`config.mk`:
```
export PLATFORM = sky130hd
export DESIGN_NAME = apb_gpio_arbiter
export DESIGN_NICKNAME = d
export VERILOG_FILES = /design/src/rtl/apb_gpio_arbiter.sv
export SDC_FILE = /design/constraint.sdc
export NUM_CORES = 1
export LEC_CHECK = 0
export CAP_MARGIN = 0
export CORE_UTILIZATION = 39
export CTS_CLUSTER_SIZE = 30
export DETAILED_ROUTE_END_ITERATION = 12
export HOLD_SLACK_MARGIN = 0.12
export PLACE_DENSITY = 0.93
export SYNTH_ARGS = -nofsm -noshare
export SYNTH_HDL_FRONTEND = slang
export SYNTH_SLANG_ARGS = --single-unit
export TNS_END_PERCENT = 10
```
`constraint.sdc`:
```
create_clock -name pclk -period 3.3 [get_ports pclk]
set_clock_uncertainty 0.1 [all_clocks]
set_input_delay 0.495 -clock pclk [delete_from_list [all_inputs] [get_ports pclk]]
set_output_delay 0.495 -clock pclk [all_outputs]
set_load 0.02 [all_outputs]
```
`src/rtl/apb_gpio_arbiter.sv`:
```
// rtl/apb_gpio_arbiter.sv - two-requester round-robin APB master for a shared GPIO slave
// Back-to-back transfers re-arbitrate in the completing ACCESS cycle; stalled ACCESS aborts after TIMEOUT cycles.
module apb_gpio_arbiter #(
  parameter int ADDR_W  = 10,
  parameter int DATA_W  = 32,
  parameter int TIMEOUT = 16
) (
  input  logic                pclk,
  input  logic                preset,
  input  logic [1:0]          req_valid,
  output logic [1:0]          req_ready,
  input  logic [1:0]          req_write,
  input  logic [2*ADDR_W-1:0] req_addr,
  input  logic [2*DATA_W-1:0] req_wdata,
  output logic [1:0]          rsp_valid,
  output logic [DATA_W-1:0]   rsp_rdata,
  output logic                rsp_err,
  output logic                psel,
  output logic                penable,
  output logic                pwrite,
  output logic [ADDR_W-1:0]   paddr,
  output logic [DATA_W-1:0]   pwdata,
  input  logic [DATA_W-1:0]   prdata,
  input  logic                pready
);

  localparam int CNT_W = (TIMEOUT > 2) ? $clog2(TIMEOUT) : 1;
  localparam logic [CNT_W-1:0] CNT_LAST = CNT_W'((TIMEOUT > 0) ? TIMEOUT - 1 : 0);

  typedef enum logic [1:0] {ST_IDLE, ST_SETUP, ST_ACCESS} state_t;

  state_t              state_q, state_d;
  logic                prio_q, prio_d;
  logic                owner_q, owner_d;
  logic                pwrite_q, pwrite_d;
  logic [ADDR_W-1:0]   paddr_q, paddr_d;
  logic [DATA_W-1:0]   pwdata_q, pwdata_d;
  logic [CNT_W-1:0]    cnt_q, cnt_d;
  logic [1:0]          rsp_valid_q, rsp_valid_d;
  logic [DATA_W-1:0]   rsp_rdata_q, rsp_rdata_d;
  logic                rsp_err_q, rsp_err_d;
  logic                timeout_hit, done, window, gnt;

  always_comb begin
    state_d     = state_q;
    prio_d      = prio_q;
    owner_d     = owner_q;
    pwrite_d    = pwrite_q;
    paddr_d     = paddr_q;
    pwdata_d    = pwdata_q;
    cnt_d       = cnt_q;
    rsp_valid_d = 2'b00;
    rsp_rdata_d = '0;
    rsp_err_d   = 1'b0;
    req_ready   = 2'b00;

    timeout_hit = (TIMEOUT != 0) && (state_q == ST_ACCESS) && !pready && (cnt_q == CNT_LAST);
    done        = (state_q == ST_ACCESS) && (pready || timeout_hit);
    window      = (state_q == ST_IDLE) || done;
    // prio_q names the requester that wins a tie, i.e. the one not granted last
    gnt         = (&req_valid) ? prio_q : req_valid[1];

    case (state_q)
      ST_SETUP: begin
        state_d = ST_ACCESS;
        cnt_d   = '0;
      end
      ST_ACCESS: begin
        if (done) state_d = ST_IDLE;
        else      cnt_d   = cnt_q + 1'b1;
      end
      default: ;
    endcase

    if (done) begin
      rsp_valid_d[owner_q] = 1'b1;
      rsp_err_d            = !pready;
      rsp_rdata_d          = (pready && !pwrite_q) ? prdata : '0;
    end

    if (window && (|req_valid)) begin
      req_ready[gnt] = 1'b1;
      prio_d         = ~gnt;
      owner_d        = gnt;
      pwrite_d       = req_write[gnt];
      paddr_d        = gnt ? req_addr[2*ADDR_W-1:ADDR_W] : req_addr[ADDR_W-1:0];
      pwdata_d       = gnt ? req_wdata[2*DATA_W-1:DATA_W] : req_wdata[DATA_W-1:0];
      state_d        = ST_SETUP;
    end
  end

  always_ff @(posedge pclk or posedge preset) begin
    if (preset) begin
      state_q     <= ST_IDLE;
      prio_q      <= 1'b0;
      owner_q     <= 1'b0;
      pwrite_q    <= 1'b0;
      paddr_q     <= '0;
      pwdata_q    <= '0;
      cnt_q       <= '0;
      rsp_valid_q <= 2'b00;
      rsp_rdata_q <= '0;
      rsp_err_q   <= 1'b0;
    end else begin
      state_q     <= state_d;
      prio_q      <= prio_d;
      owner_q     <= owner_d;
      pwrite_q    <= pwrite_d;
      paddr_q     <= paddr_d;
      pwdata_q    <= pwdata_d;
      cnt_q       <= cnt_d;
      rsp_valid_q <= rsp_valid_d;
      rsp_rdata_q <= rsp_rdata_d;
      rsp_err_q   <= rsp_err_d;
    end
  end

  assign psel      = (state_q != ST_IDLE);
  assign penable   = (state_q == ST_ACCESS);
  assign pwrite    = pwrite_q;
  assign paddr     = paddr_q;
  assign pwdata    = pwdata_q;
  assign rsp_valid = rsp_valid_q;
  assign rsp_rdata = rsp_rdata_q;
  assign rsp_err   = rsp_err_q;

endmodule

```
==> results.toml <==
[detailed_routing]
wl_per_cell_um = 17.07
drc_errors = 0
routed_wl_mm = 10.18
via_per_inst = 5.337
dr.first_iter.drc_count = 71
ant_nets = 0
dr.pass1.iters = 4
vias = 3181

[clock_tree]
hold_buffers = 0
cts_made_buffers = 9
cts.sinks = 86
postCtsSetupRepairBufs = 0
cts_tree = "built"
cts-resized-gates = 0
cts-htree-levels = 3
clk_path_buf_depth = 2
clockRootBuffer = "clkbuf_8"
cts.clk_slew.worst_paths_ns = 0.09
clock_latency_ns = 0.35

[floorplanning]
initial_core_util_pct = 40.19
pin_count = 205
dieArea_sq_um = 9870
fp.dieW_um = 99.35
design.core.area_sq_um = 9196
die_h_um = 99.35
rows = 35

[power_and_ir_drop]
p_per_area_nw_per_um2 = 773.8
peakVddDrop_v = 0.0002773
p_leak_uw = 0.002456
total_power_uw = 4650

[job]
max_cap_viol_count = 0

[setup_path]
rr_worst_depth = 6
cpPeakStageDelay_ns = 0.65
end_kind = "output port"
critPathLaunch = "state_q[0]"
r2r_slack_ns = 1.16
cp.required_ns = 2.70
critPathCapture = "req_ready[0]"
crit_path_max_fanout = 11
arrival_ns = 2.39
r2r-start = "state_q[0]"
setup.worst_path.class = "reg2out"
critPathLaunchType = "flop"
r2r-end = "pwdata[13]"
path_cells = "inv_1 > ha_1 > and4_4 > nor2_4 > nor2b_1 > clkdlybuf4s50_1"
slowest_stage = "clkdlybuf4s50_1"

[placement]
io_buffers = 204
place_ws_ns = 0.5311
hpwl_mm = 7.501
place_area_sq_um = 5801
place_congestion = 0.8831

[grt]
track_usage_pct = 20.47
first_global_vias = 3231
grt-ovfl-total = 0
antenna_found_initial = 0
grt_pass1_wl_mm = 15.59
grt_max_degree = 45

[sta]
final-hold-violation-count = 0
rsz0062_at_grt = "no"
postLayoutSetupSlackWorst_ns = 0.3199
tightest_slew_ns = 0.7465
fin_crit_sh_pct = 90.31
slew_violations = 0
max_freq_mhz = 335.6
fin_crit_ns = 2.980
setup_tns_ns = 0
slew_headroom_pct = 50.18
setup_viol = 0

[logic_synthesis]
avgSynthCellArea_sq_um = 13.01
syn_inst = 284
synth.net_count = 411
yosysWarnings = 0
synth-edff-count = 0
synth-seq-area-share_pct = 58.23
ys_ff_latch = 86
synthDistinctLibCells = 32
synth_area_sq_um = 3696
async_reset_ff_share_pct = 100.0
synth_flop_cell = "dfrtp_1"

[worst_hold_path]
min_path_type = "reg2reg"

[layout]
layout_commonest_cell = "clkdlybuf4s50_1"
finalInstanceArea_sq_um = 6010
area_growth_pct = 62.59
final_cell_mix = "203 x clkdlybuf4s50_1, 86 x dfrtp_1, 43 x a32oi_1, 34 x o2bb2ai_1, 32 x and2_1"
final_layout_size_suffix_gt1_share_pct = 8.454
antenna_cells = 0
fillers = 703
fin_nets = 607

[status]
status = "complete, no violations"
==> synthesized netlist by cell type, types with 2 or more instances <==
cell type  count  area share (%)
o2bb2ai_1     34             8.1
nand4b_1       2            0.47
buf_2         11             1.5
o2bb2ai_2     10             4.1
clkbuf_1       7            0.71
dfrtp_1       86              58
a32oi_1       43              10
o21ai_0        4            0.54
and3_1         3            0.51
nand2_1        4            0.41
mux2i_1        2            0.54
ha_1           4             1.4
nand2b_1       3            0.51
a21oi_1        2            0.27
nor2_1         7            0.71
and2_1        32             5.4
nor2b_1        3            0.51
buf_4          2            0.41
buf_6          7             2.1
inv_1          6            0.61
==> report_power, final <==
part	total [uW]	switching (uW)	internal [uW]	leakage, uW
clock	758	363	394	0.0000992
combinational	2290	1190	1110	0.00123
sequential	1600	205	1390	0.00112
total	4650	1750	2900	0.00246
==> how the worst min path moves through the flow <==
stage / from / endpoint / slack (ns) / cells after the start
finish: owner_q / rsp_valid[0] / 0.39 / 1
global placement: owner_q / rsp_valid[0] / 0.37 / 1
floorplan: owner_q / rsp_valid[0] / 0.33 / 1
CTS: owner_q / rsp_valid[0] / 0.38 / 1
detailed placement: owner_q / rsp_valid[0] / 0.36 / 1
global route: owner_q / rsp_valid[0] / 0.41 / 1
==> through the flow <==
step / hold WS, ns / instances / utilization, %
finish: 0.3927 / 596 / 65.35
global route: 0.4142 / 596 / 65.35
CTS: 0.3841 / 596 / 65.35
detailed placement: 0.3589 / 580 / 63.07
global placement: 0.3711 / 580 / 63.07
floorplan: 0.3267 / 284 / -
==> sequential cells by signal, indices dropped and copies added (netlist names) <==
signal	cells
state_q	2
prio_q	1
owner_q	1
pwrite	1
rsp_valid	2
pwdata	32
rsp_err	1
paddr	10
cnt_q	4
rsp_rdata	32
==> per-layer routing <==
layer | GRT usage [%] | vias up | share of wire (%) | wire length (um)
li1 | - | 1474 | - | -
met1 | 23.79 | 1538 | 40 | 4064
met2 | 35.31 | 149 | 49 | 5005
met3 | 5.411 | 20 | 8.1 | 828
met4 | 9.729 | 0 | 2.7 | 277
met5 | 0 | - | 0 | 0
==> kinds of logic (layout without fill, tap and decap cells) <==
logic type	after synthesis	after routing	share of synthesized area (%)
muxes	2	2	0.5417
DFF	86	86	58.23
adders and majority gates	4	4	1.354
and+or+nand+nor	58	58	9.344
AOI/OAI and AO/OA	101	101	25.19
buffers and inverters	33	234	5.349
==> worst max-delay path, delay by kind of cell, from the launching register on <==
family | cells | cell delay, ns
buf+inv | 2 | 0.75
fa+ha+maj | 1 | 0.36
simple gates | 3 | 0.52
flops | 1 | 0.39
==> layout make-up <==
class | instances | area [sq um] | share of cell area (%)
clock buffers | 12 | 155.1 | 2.582
flip-flops and latches | 86 | 2152 | 35.81
inverters | 6 | 23.77 | 0.3956
multi-input cells | 165 | 1364 | 22.69
well taps | 111 | 138.9 | 2.311
clock inverters | 4 | 53.80 | 0.8953
repair buffers | 212 | 2122 | 35.31
Note: power is estimated with default switching activity, not from simulation.
==> patch: new RTL, same settings <==
`rsp_rdata_q` no longer has a reset.
--- a/src/rtl/apb_gpio_arbiter.sv
+++ b/src/rtl/apb_gpio_arbiter.sv
@@ -101,3 +101,2 @@
       rsp_valid_q <= 2'b00;
-      rsp_rdata_q <= '0;
       rsp_err_q   <= 1'b0;
@@ -112,5 +111,8 @@
       rsp_valid_q <= rsp_valid_d;
-      rsp_rdata_q <= rsp_rdata_d;
       rsp_err_q   <= rsp_err_d;
     end
+  end
+
+  always_ff @(posedge pclk) begin
+    rsp_rdata_q <= rsp_rdata_d;
   end
Check against the original RTL: differs if preset is asserted again (counterexample within 4 cycles, from zero or initial values and one cycle with preset high); with preset held inactive, the same outputs for 10 cycles.
==> patch against the original RTL <==
Sequential cell count stayed put; first-iteration DRC count decreased by 9.9%; setup slack better by 0.17 ns; synthesized area down 0.95%; design area decreased by 0.77%; via count shrank 1.6%; wire length increased by 5.4%; largest cell class is now buffers; highest routed layer unchanged.
Power is not compared: it rests on default switching activity, and its combinational part moved more than twofold at a synthesized area within 25%.
==> patch: results (changes against the original RTL) <==
* Number of antenna violations at the first check in global routing: 0 (unchanged)
* Non-filler cells in the finished layout: 593 (was 596)
- Run status: finished, final reports clean (unchanged).
- The sequential share of the synthesized area came to 0.544 (was 0.582).
- Flop2flop setup slack: 1.44 ns (was 1.16 ns)
- Via/cell ratio: 5.28 (was 5.34)
- Largest net degree at the start of global routing: 55 (was 45)
- Largest cells by area after synthesis: dfrtp_1 (37%), dfxtp_1 (17%), o2bb2ai_2 (12%) (was dfrtp_1 (58%), a32oi_1 (10%), o2bb2ai_1 (8.1%))
- Placer congestion estimate: 0.781 (was 0.883)
- Most used standard cells in the synthesized netlist: dfrtp_1 (54), a32oi_1 (43), and2_1 (32), dfxtp_1 (32), o2bb2ai_2 (29) (was dfrtp_1 (86), a32oi_1 (43), o2bb2ai_1 (34)).
- Vias in the first global route: 3294 (was 3231)
- Placed Instance Area: 5730 um2 (was 5800 um2)
- Number of gates resized after cts: 0 (unchanged)
- Crit path DAT: 2.22 ns (was 2.39 ns)
- Count of synthesis-stage warnings from yosys: 0 (unchanged)
- The half-perimeter wire length of the detailed placement result was 7930 um (was 7500 um).
- The cell total after placement is 577 (was 580).
- The number of buffers inserted by port buffering was 204 (unchanged).
- Final worst hold slack: 0.385 ns (was 0.393 ns)
* Skew-Pair Late Insertion Delay: 0.33 ns (was 0.35 ns)
* Nets in the synthesized netlist: 409 (was 411)
- Start-to-end type of the worst setup path: register to output port (unchanged)
- The first-pass GRT wire length was 16700 um (was 15600 um).
* Tightest Pin Transition: 0.692 ns (was 0.746 ns)
* Average detailed-routed wire length per instance: 18.1 um (was 17.1 um)
* H-tree level count: 3 (unchanged)
- Crit-path max FO: 8 (was 11)
- The clock input transition at the sequential cells of the worst setup and hold paths is 0.09 ns (about the same).
* Initial DRC count: 64 (was 71)
* Worst r2r dst: owner_q (was pwdata[13])
- The share of flip-flops with an asynchronous set or reset is 0.628 (was 1.00).
- The start point of the worst hold path is owner_q (unchanged).
- The post-synthesis average cell area was 13.0 um2 (about the same).
- The layout filler cell count was 666 (was 703).
- The total global-route track usage is 0.219 (was 0.205).
- The cell depth of the worst hold path is 1 (unchanged).
- The number of detailed-route iterations in the first pass is 4 (unchanged).
* Endpoint of the worst hold-timing path: rsp_valid[0] (unchanged)
- The fraction of layout instances using a drive strength above 1 is 0.126 (was 0.0845).
-- patch: per-layer routing --
layer,up-vias,track usage,share of wire
met2,146,0.401,0.51
met5,-,0,0
met1,1500,0.237,0.38
li1,1477,-,-
met3,7,0.0830,0.10
met4,0,0.0517,0.0071
-- patch: cells by family (layout without fill, tap and decap cells) --
logic type	count (synthesis)	count (layout)	share of synthesized area
compound gates	99	99	0.287
fa+ha+maj	4	4	0.0137
buf+inv	32	235	0.0547
flops	86	86	0.544
mux	3	3	0.00820
simple gates	58	58	0.0926
-- patch: worst max-delay path by stage --
stage                    to  slack [ns]  cells past startpoint
3_5_place_dp   req_ready[0]        0.58                      5
3_3_place_gp   req_ready[0]        0.58                      5
6_report       req_ready[0]        0.49                      6
4_1_cts        req_ready[0]        0.46                      6
5_1_grt        req_ready[0]        0.33                      6
2_1_floorplan  req_ready[1]        0.97                      7
-- patch: power breakdown --
part	switching [W]	internal [W]	leakage (nW)	total [W]
sequential	0	0.00105	0.986	0.00105
clock	0.000368	0.000473	0.117	0.000841
combinational	0.0000824	0.000147	1.23	0.000230
-- patch: through the flow --
step                setup slack, ns  total power [W]
detailed placement            0.576          0.00130
CTS                           0.460          0.00215
global route                  0.334          0.00220
global placement              0.580          0.00129
floorplan                     0.968          0.00114
finish                        0.490          0.00212
-- patch: area by class of cell --
type	count	area, um2	share of cell area
clock inverters	4	77.6	0.0130
inverters	6	22.5	0.00378
flip-flops and latches	86	1990	0.334
repair buffers	213	2100	0.353
well taps	108	135	0.0227
multi-input cells	164	1480	0.248
clock buffers	12	155	0.0260
-- patch: critical path: stages, from the launching register on --
cell and delay, ns:
dfrtp_1 0.39, inv_1 0.09, ha_1 0.28, and4_4 0.31
nor2_4 0.06, nor2b_1 0.11, clkdlybuf4s50_1 0.64
